===== config.mk =====
export PLATFORM = sky130hd
export DESIGN_NAME = exec_sequencer
export DESIGN_NICKNAME = d
export VERILOG_FILES = /design/src/rtl/exec_sequencer.sv
export SDC_FILE = /design/constraint.sdc
export NUM_CORES = 1
export LEC_CHECK = 0
export ABC_AREA = 1
export BUFFER_PORTS_ARGS = -buffer_cell sky130_fd_sc_hd__buf_4
export CAP_MARGIN = 10
export CELL_PAD_IN_SITES_DETAIL_PLACEMENT = 1
export CELL_PAD_IN_SITES_GLOBAL_PLACEMENT = 1
export CORE_MARGIN = 8
export CORE_UTILIZATION = 33
export DETAILED_ROUTE_END_ITERATION = 10
export PLACE_DENSITY_LB_ADDON = 0.12
export RECOVER_POWER = 50
export SYNTH_ARGS = -nofsm -noshare
export SYNTH_HDL_FRONTEND = slang
export SYNTH_SLANG_ARGS = --single-unit
export TNS_END_PERCENT = 20

===== constraint.sdc =====
create_clock -name clk -period 2.04 [get_ports clk]
set_input_delay 0.204 -clock clk [delete_from_list [all_inputs] [get_ports clk]]
set_output_delay 0.204 -clock clk [all_outputs]
set_load 0.01 [all_outputs]

===== src/rtl/exec_sequencer.sv =====
// Execute-stage control sequencer: registers writeback, CPSR, PC-redirect and
// data-memory handshake side effects for one decoded instruction at a time.
module exec_sequencer #(
    parameter int unsigned DATA_W   = 32,
    parameter int unsigned ADDR_W   = 22,
    parameter int unsigned LINK_REG = 15,
    parameter int unsigned TIMEOUT  = 255
) (
    input  logic              clk,
    input  logic              reset_n,
    input  logic              in_valid,
    output logic              in_ready,
    input  logic              is_alu_op,
    input  logic              is_cmp_op,
    input  logic              is_jmp_op,
    input  logic              is_ld_op,
    input  logic              is_str_op,
    input  logic              is_call_op,
    input  logic              is_ret_op,
    input  logic              taken,
    input  logic [3:0]        nzcv_in,
    input  logic [DATA_W-1:0] alu_result,
    input  logic [3:0]        rd_num,
    input  logic [DATA_W-1:0] rd_val,
    input  logic [DATA_W-1:0] md_val,
    input  logic [DATA_W-1:0] pc_next,
    output logic              mem_req,
    output logic              mem_we,
    output logic [ADDR_W-1:0] mem_addr,
    output logic [DATA_W-1:0] mem_wdata,
    input  logic              mem_ack,
    input  logic [DATA_W-1:0] mem_rdata,
    output logic              wb_en,
    output logic [3:0]        wb_num,
    output logic [DATA_W-1:0] wb_val,
    output logic              pc_we,
    output logic [DATA_W-1:0] pc_val,
    output logic              flush,
    output logic [31:0]       cpsr_out,
    output logic              mem_err
);

    typedef enum logic [0:0] {StIdle, StMem} state_e;

    // Last wait-count value before an unacknowledged request is abandoned.
    localparam logic [7:0] TmoLast = 8'(TIMEOUT - 1);

    state_e     state;
    logic [3:0] cpsr;
    logic [3:0] mem_rd;
    logic [7:0] tmo_cnt;

    assign in_ready = (state == StIdle);
    assign cpsr_out = {28'd0, cpsr};

    always_ff @(posedge clk) begin
        if (!reset_n) begin
            state     <= StIdle;
            cpsr      <= 4'd0;
            mem_rd    <= 4'd0;
            tmo_cnt   <= 8'd0;
            mem_req   <= 1'b0;
            mem_we    <= 1'b0;
            mem_addr  <= '0;
            mem_wdata <= '0;
            wb_en     <= 1'b0;
            wb_num    <= 4'd0;
            wb_val    <= '0;
            pc_we     <= 1'b0;
            pc_val    <= '0;
            flush     <= 1'b0;
            mem_err   <= 1'b0;
        end else begin
            wb_en   <= 1'b0;
            pc_we   <= 1'b0;
            flush   <= 1'b0;
            mem_err <= 1'b0;
            case (state)
                StIdle: begin
                    if (in_valid) begin
                        if (is_ld_op || is_str_op) begin
                            state     <= StMem;
                            mem_req   <= 1'b1;
                            mem_we    <= ~is_ld_op;
                            mem_addr  <= md_val[ADDR_W-1:0];
                            mem_wdata <= rd_val;
                            mem_rd    <= rd_num;
                            tmo_cnt   <= 8'd0;
                        end else if (is_call_op) begin
                            pc_we  <= 1'b1;
                            flush  <= 1'b1;
                            pc_val <= md_val;
                            wb_en  <= 1'b1;
                            wb_num <= 4'(LINK_REG);
                            wb_val <= pc_next;
                        end else if (is_ret_op) begin
                            pc_we  <= 1'b1;
                            flush  <= 1'b1;
                            pc_val <= rd_val;
                        end else if (is_jmp_op) begin
                            if (taken) begin
                                pc_we  <= 1'b1;
                                flush  <= 1'b1;
                                pc_val <= md_val;
                            end
                        end else if (is_cmp_op) begin
                            cpsr <= nzcv_in;
                        end else if (is_alu_op) begin
                            wb_en  <= 1'b1;
                            wb_num <= rd_num;
                            wb_val <= alu_result;
                        end
                    end
                end
                StMem: begin
                    // An ack arriving on the timeout edge still completes normally.
                    if (mem_ack) begin
                        state   <= StIdle;
                        mem_req <= 1'b0;
                        if (!mem_we) begin
                            wb_en  <= 1'b1;
                            wb_num <= mem_rd;
                            wb_val <= mem_rdata;
                        end
                    end else if (tmo_cnt == TmoLast) begin
                        state   <= StIdle;
                        mem_req <= 1'b0;
                        mem_err <= 1'b1;
                    end else begin
                        tmo_cnt <= tmo_cnt + 8'd1;
                    end
                end
                default: state <= StIdle;
            endcase
        end
    end

endmodule


==> report_table.html <==
<table>
<tr><th>Metric</th><th>Value</th></tr>
<tr><th colspan="2">Logic synthesis</th></tr>
<tr><td>Part of the Yosys area used for sequential elements</td><td>0.4214</td></tr>
<tr><td>Synth unique cells</td><td>31</td></tr>
<tr><td>Syn_area_per_cell</td><td>approximately 6.6 um2</td></tr>
<tr><td>Mapped Area</td><td>6842 um2</td></tr>
<tr><td>Number of cells produced by synthesis</td><td>1029</td></tr>
<tr><td>Post-synthesis register bit count</td><td>~140</td></tr>
<tr><td>Number of warnings printed during yosys synthesis</td><td>0</td></tr>
<tr><th colspan="2">Clocking</th></tr>
<tr><td>Number of buffers on the longest clock path</td><td>2</td></tr>
<tr><td>Clock insertion delay at the later pin of the skew report</td><td>between 0.4 and 0.5 ns</td></tr>
<tr><td>CTS Buf Count</td><td>17</td></tr>
<tr><td>CTS H-tree depth</td><td>4</td></tr>
<tr><td>CTS-repair resized insts</td><td>0</td></tr>
<tr><td>Clock root buffer master</td><td>clkbuf_16</td></tr>
<tr><td>Clock Sinks</td><td>around 140</td></tr>
<tr><td>Count of buffers added by post-CTS timing repair for setup</td><td>0</td></tr>
<tr><td>Clock tree from TritonCTS</td><td>done</td></tr>
<tr><td>Clock-pin slew of the registers on the worst-case setup and hold paths</td><td>0.07 ns</td></tr>
<tr><td>Count of hold buffers inserted by post-cts repair</td><td>6</td></tr>
<tr><th colspan="2">Placement</th></tr>
<tr><td>Detailed placement HPWL</td><td>between 20000 and 25000 um</td></tr>
<tr><td>Post-placement setup slack</td><td>0.3337 ns</td></tr>
<tr><td>Port buffer count</td><td>about 310</td></tr>
<tr><td>Placed cell areas</td><td>9286 um2</td></tr>
<tr><td>Weighted congestion reported at the end of routability-driven placement</td><td>a little under 0.8</td></tr>
<tr><th colspan="2">Global routing</th></tr>
<tr><td>Via count of the first global-routing pass</td><td>between 7000 and 8000</td></tr>
<tr><td>Antenna violations before repair</td><td>0</td></tr>
<tr><td>Gr usage total</td><td>0.2107</td></tr>
<tr><td>Remaining Overflow, GRT</td><td>0</td></tr>
<tr><td>Maximum number of pins on one net before global-route repair</td><td>53</td></tr>
<tr><td>First-pass GRT wire length</td><td>around 44000 um</td></tr>
<tr><th colspan="2">Drt</th></tr>
<tr><td>Via density</td><td>between 4 and 5</td></tr>
<tr><td>Drt total wl</td><td>~28000 um</td></tr>
<tr><td>Final routed DRC violation total</td><td>0</td></tr>
<tr><td>Number of nets with antenna violations after routing</td><td>0</td></tr>
<tr><td>Starting DRT DRC Count</td><td>about 390</td></tr>
<tr><td>Total number of vias</td><td>~7700</td></tr>
<tr><td>Drt pass-1 iters</td><td>4</td></tr>
<tr><td>Routed length per placed instance</td><td>roughly 17 um</td></tr>
<tr><th colspan="2">Final layout</th></tr>
<tr><td>Synth-to-layout area growth</td><td>37.60%</td></tr>
<tr><td>Commonest cells after routing, fill and taps aside</td><td>nor2_1 (288), buf_4 (196), nand2_1 (191), dfxtp_1 (144), clkbuf_1 (134)</td></tr>
<tr><td>Final cell area excluding filler cells</td><td>between 9000 and 10000 um2</td></tr>
<tr><td>Number of diodes</td><td>0</td></tr>
<tr><td>Commonest non-fill, non-tap cell in the layout</td><td>nor2_1</td></tr>
<tr><td>Net total in the final layout</td><td>about 1500</td></tr>
<tr><td>Layout cell share with drive strength beyond 1</td><td>0.1884</td></tr>
<tr><th colspan="2">Flow run</th></tr>
<tr><td>Count of maximum capacitance violations</td><td>0</td></tr>
<tr><th colspan="2">Pwr</th></tr>
<tr><td>P per Cell Area</td><td>between 700 and 800 nW/um2</td></tr>
<tr><td>Peak supply drop</td><td>slightly above 0.5 mV</td></tr>
<tr><td>Leakage power</td><td>~4.4 nW</td></tr>
<tr><th colspan="2">Floorplan</th></tr>
<tr><td>Starting density of the core</td><td>0.3370</td></tr>
<tr><td>Std-Cell Core Area</td><td>around 20000 um2</td></tr>
<tr><td>Die Ht</td><td>approximately 160 um</td></tr>
<tr><td>Die Outline Area</td><td>between 20000 and 30000 um2</td></tr>
<tr><td># rows</td><td>52</td></tr>
<tr><td>Ports placed on the boundary</td><td>about 340</td></tr>
<tr><td>Die Wd</td><td>160.0 um</td></tr>
<tr><th colspan="2">Timing</th></tr>
<tr><td>Endpoints failing hold</td><td>0</td></tr>
<tr><td>Maximum operating frequency</td><td>about 550 MHz</td></tr>
<tr><td>Worst-margin pin slew</td><td>0.5192 ns</td></tr>
<tr><td>Sum of negative setup slack</td><td>0 ns</td></tr>
<tr><td>Max-slew headroom</td><td>0.6539</td></tr>
<tr><td>Setup repair after global routing missed its margin</td><td>false</td></tr>
<tr><td>Worst-case clock skew</td><td>0.01313 ns</td></tr>
<tr><td>Period Utilization, post-route</td><td>0.8879</td></tr>
<tr><td>Final setup viols</td><td>0</td></tr>
<tr><td>Post-route worst hold slack</td><td>between 0.015 and 0.02 ns</td></tr>
<tr><td>Pins over their slew limit</td><td>0</td></tr>
<tr><td>Slack of the critical path</td><td>0.2287 ns</td></tr>
<tr><td>Minimum clock period</td><td>around 1.8 ns</td></tr>
<tr><th colspan="2">Critical path</th></tr>
<tr><td>Critical path data arrival time</td><td>between 2 and 2.5 ns</td></tr>
<tr><td>Worst-path cell with the longest stage delay</td><td>dlygate4sd3_1</td></tr>
<tr><td>Category of the worst setup path launch point</td><td>primary input</td></tr>
<tr><td>Highest cell delay on the worst timing path</td><td>about 0.57 ns</td></tr>
<tr><td>Critical-path maximum fanout</td><td>12</td></tr>
<tr><td>Startpoint-to-endpoint class of the critical path</td><td>in2reg</td></tr>
<tr><td>Crit-path leading delay family</td><td>buffers and inverters</td></tr>
<tr><td>Required time of the worst setup path</td><td>roughly 2.4 ns</td></tr>
<tr><td>CP cell instances</td><td>dlygate4sd3_1 -&gt; clkbuf_1 -&gt; nor2_1 -&gt; nor2_4 -&gt; inv_2 -&gt; buf_4 -&gt; nand2_2 -&gt; nand2_1 -&gt; nand2_1 -&gt; nor2_1</td></tr>
<tr><td>Total buffers and inverters traversed by the critical path</td><td>4</td></tr>
<tr><td>Critical Path Sink Type</td><td>register</td></tr>
<tr><th colspan="2">Worst hold path</th></tr>
<tr><td>Hold/Removal Path Class</td><td>in2reg</td></tr>
<tr><th colspan="2">Outcome</th></tr>
<tr><td>Outcome</td><td>completed</td></tr>
</table>
[power by group]
group,internal [mW],leakage [nW],total [mW],switching (mW)
logic,0.566,2.93,1.41,0.843
registers,3.01,1.18,3.11,0.100
clock network,1.73,0.263,3.01,1.28
total,5.30,4.37,7.53,2.22
[cell families (layout without fill, tap and decap cells)]
logic type      after synthesis  after routing  share of synthesized area
fa+ha+maj                     2              2                   0.003657
flops                       144            144                     0.4214
compound gates              152            152                     0.1154
buf+inv                     139            415                     0.1063
other cells                   1             28                  0.0005481
simple gates                591            591                     0.3528
[flip-flops by register name (all words and copies together) (netlist names)]
register	count
mem_addr	22
tmo_cnt	8
pc_val	32
mem_we	1
mem_err	1
mem_req	1
wb_num	4
wb_en	1
state	1
mem_wdata	32
mem_rd	4
wb_val	32
flush	1
cpsr	4
[metrics by stage]
step             util  cells  total power, mW
2_1_floorplan       -   1056            3.955
3_3_place_gp   0.4575   1564            4.698
3_5_place_dp   0.4575   1564            4.729
4_1_cts        0.4886   1602            7.787
5_1_grt        0.4638   1602            7.933
6_report       0.4638   1602            7.529
[cell usage after synthesis (all sizes together)]
library cell    n  area [um2]
nand4           1       6.260
a31oi          16       100.1
nor4            5       31.28
clkbuf         27       101.4
ha              2       25.02
conb            1       3.750
buf            70       462.9
o22ai           4       25.02
a21oi          12       63.81
nand3b          2       15.01
nor3            1       5.000
dfxtp         144        2883
nand3          92       478.0
nor2          291        1105
inv            42       162.6
o21ai         120       600.6
nand2         198       765.7
nor3b           1       7.510
[worst reg2reg max path, cell delays in order (launching register included)]
cell and delay [ns]:
dfxtp_1 0.33, inv_4 0.11, nand2_2 0.10, nor2_4 0.16
nand3_2 0.28, buf_4 0.30, o21ai_0 0.19, nor2_1 0.06
[worst paths after layout]
path                          start                    endpoint  slack (ns)  depth (start not counted)
min reg2reg  wb_num[3]$_SDFFE_PN0P_      wb_num[3]$_SDFFE_PN0P_        0.48                          2
max reg2reg        state$_SDFF_PN0_     pc_val[30]$_SDFFE_PN0P_        0.42                          7
min                      rd_val[20]  mem_wdata[20]$_SDFFE_PN0P_        0.02                          3
max                        is_ld_op     tmo_cnt[4]$_SDFFE_PN0P_        0.23                         10
[cell type report]
type	count	area (um2)
fillers	2762	10890
multi-input cells	773	3338
flip-flops and latches	144	2883
repair buffers	341	2121
clock buffers	19	442.9
well taps	270	337.8
inverters	42	162.7
clock inverters	13	128.9
[routing by layer]
layer  up-vias  global-route usage  wire length, um
li1       3814                   -                -
met1      3597              0.2561            12260
met2       214              0.3606            13430
met3        28             0.05347             1651
met4         0             0.06117              479
met5         -                   0                0
Power figures use the tool's default switching activity.
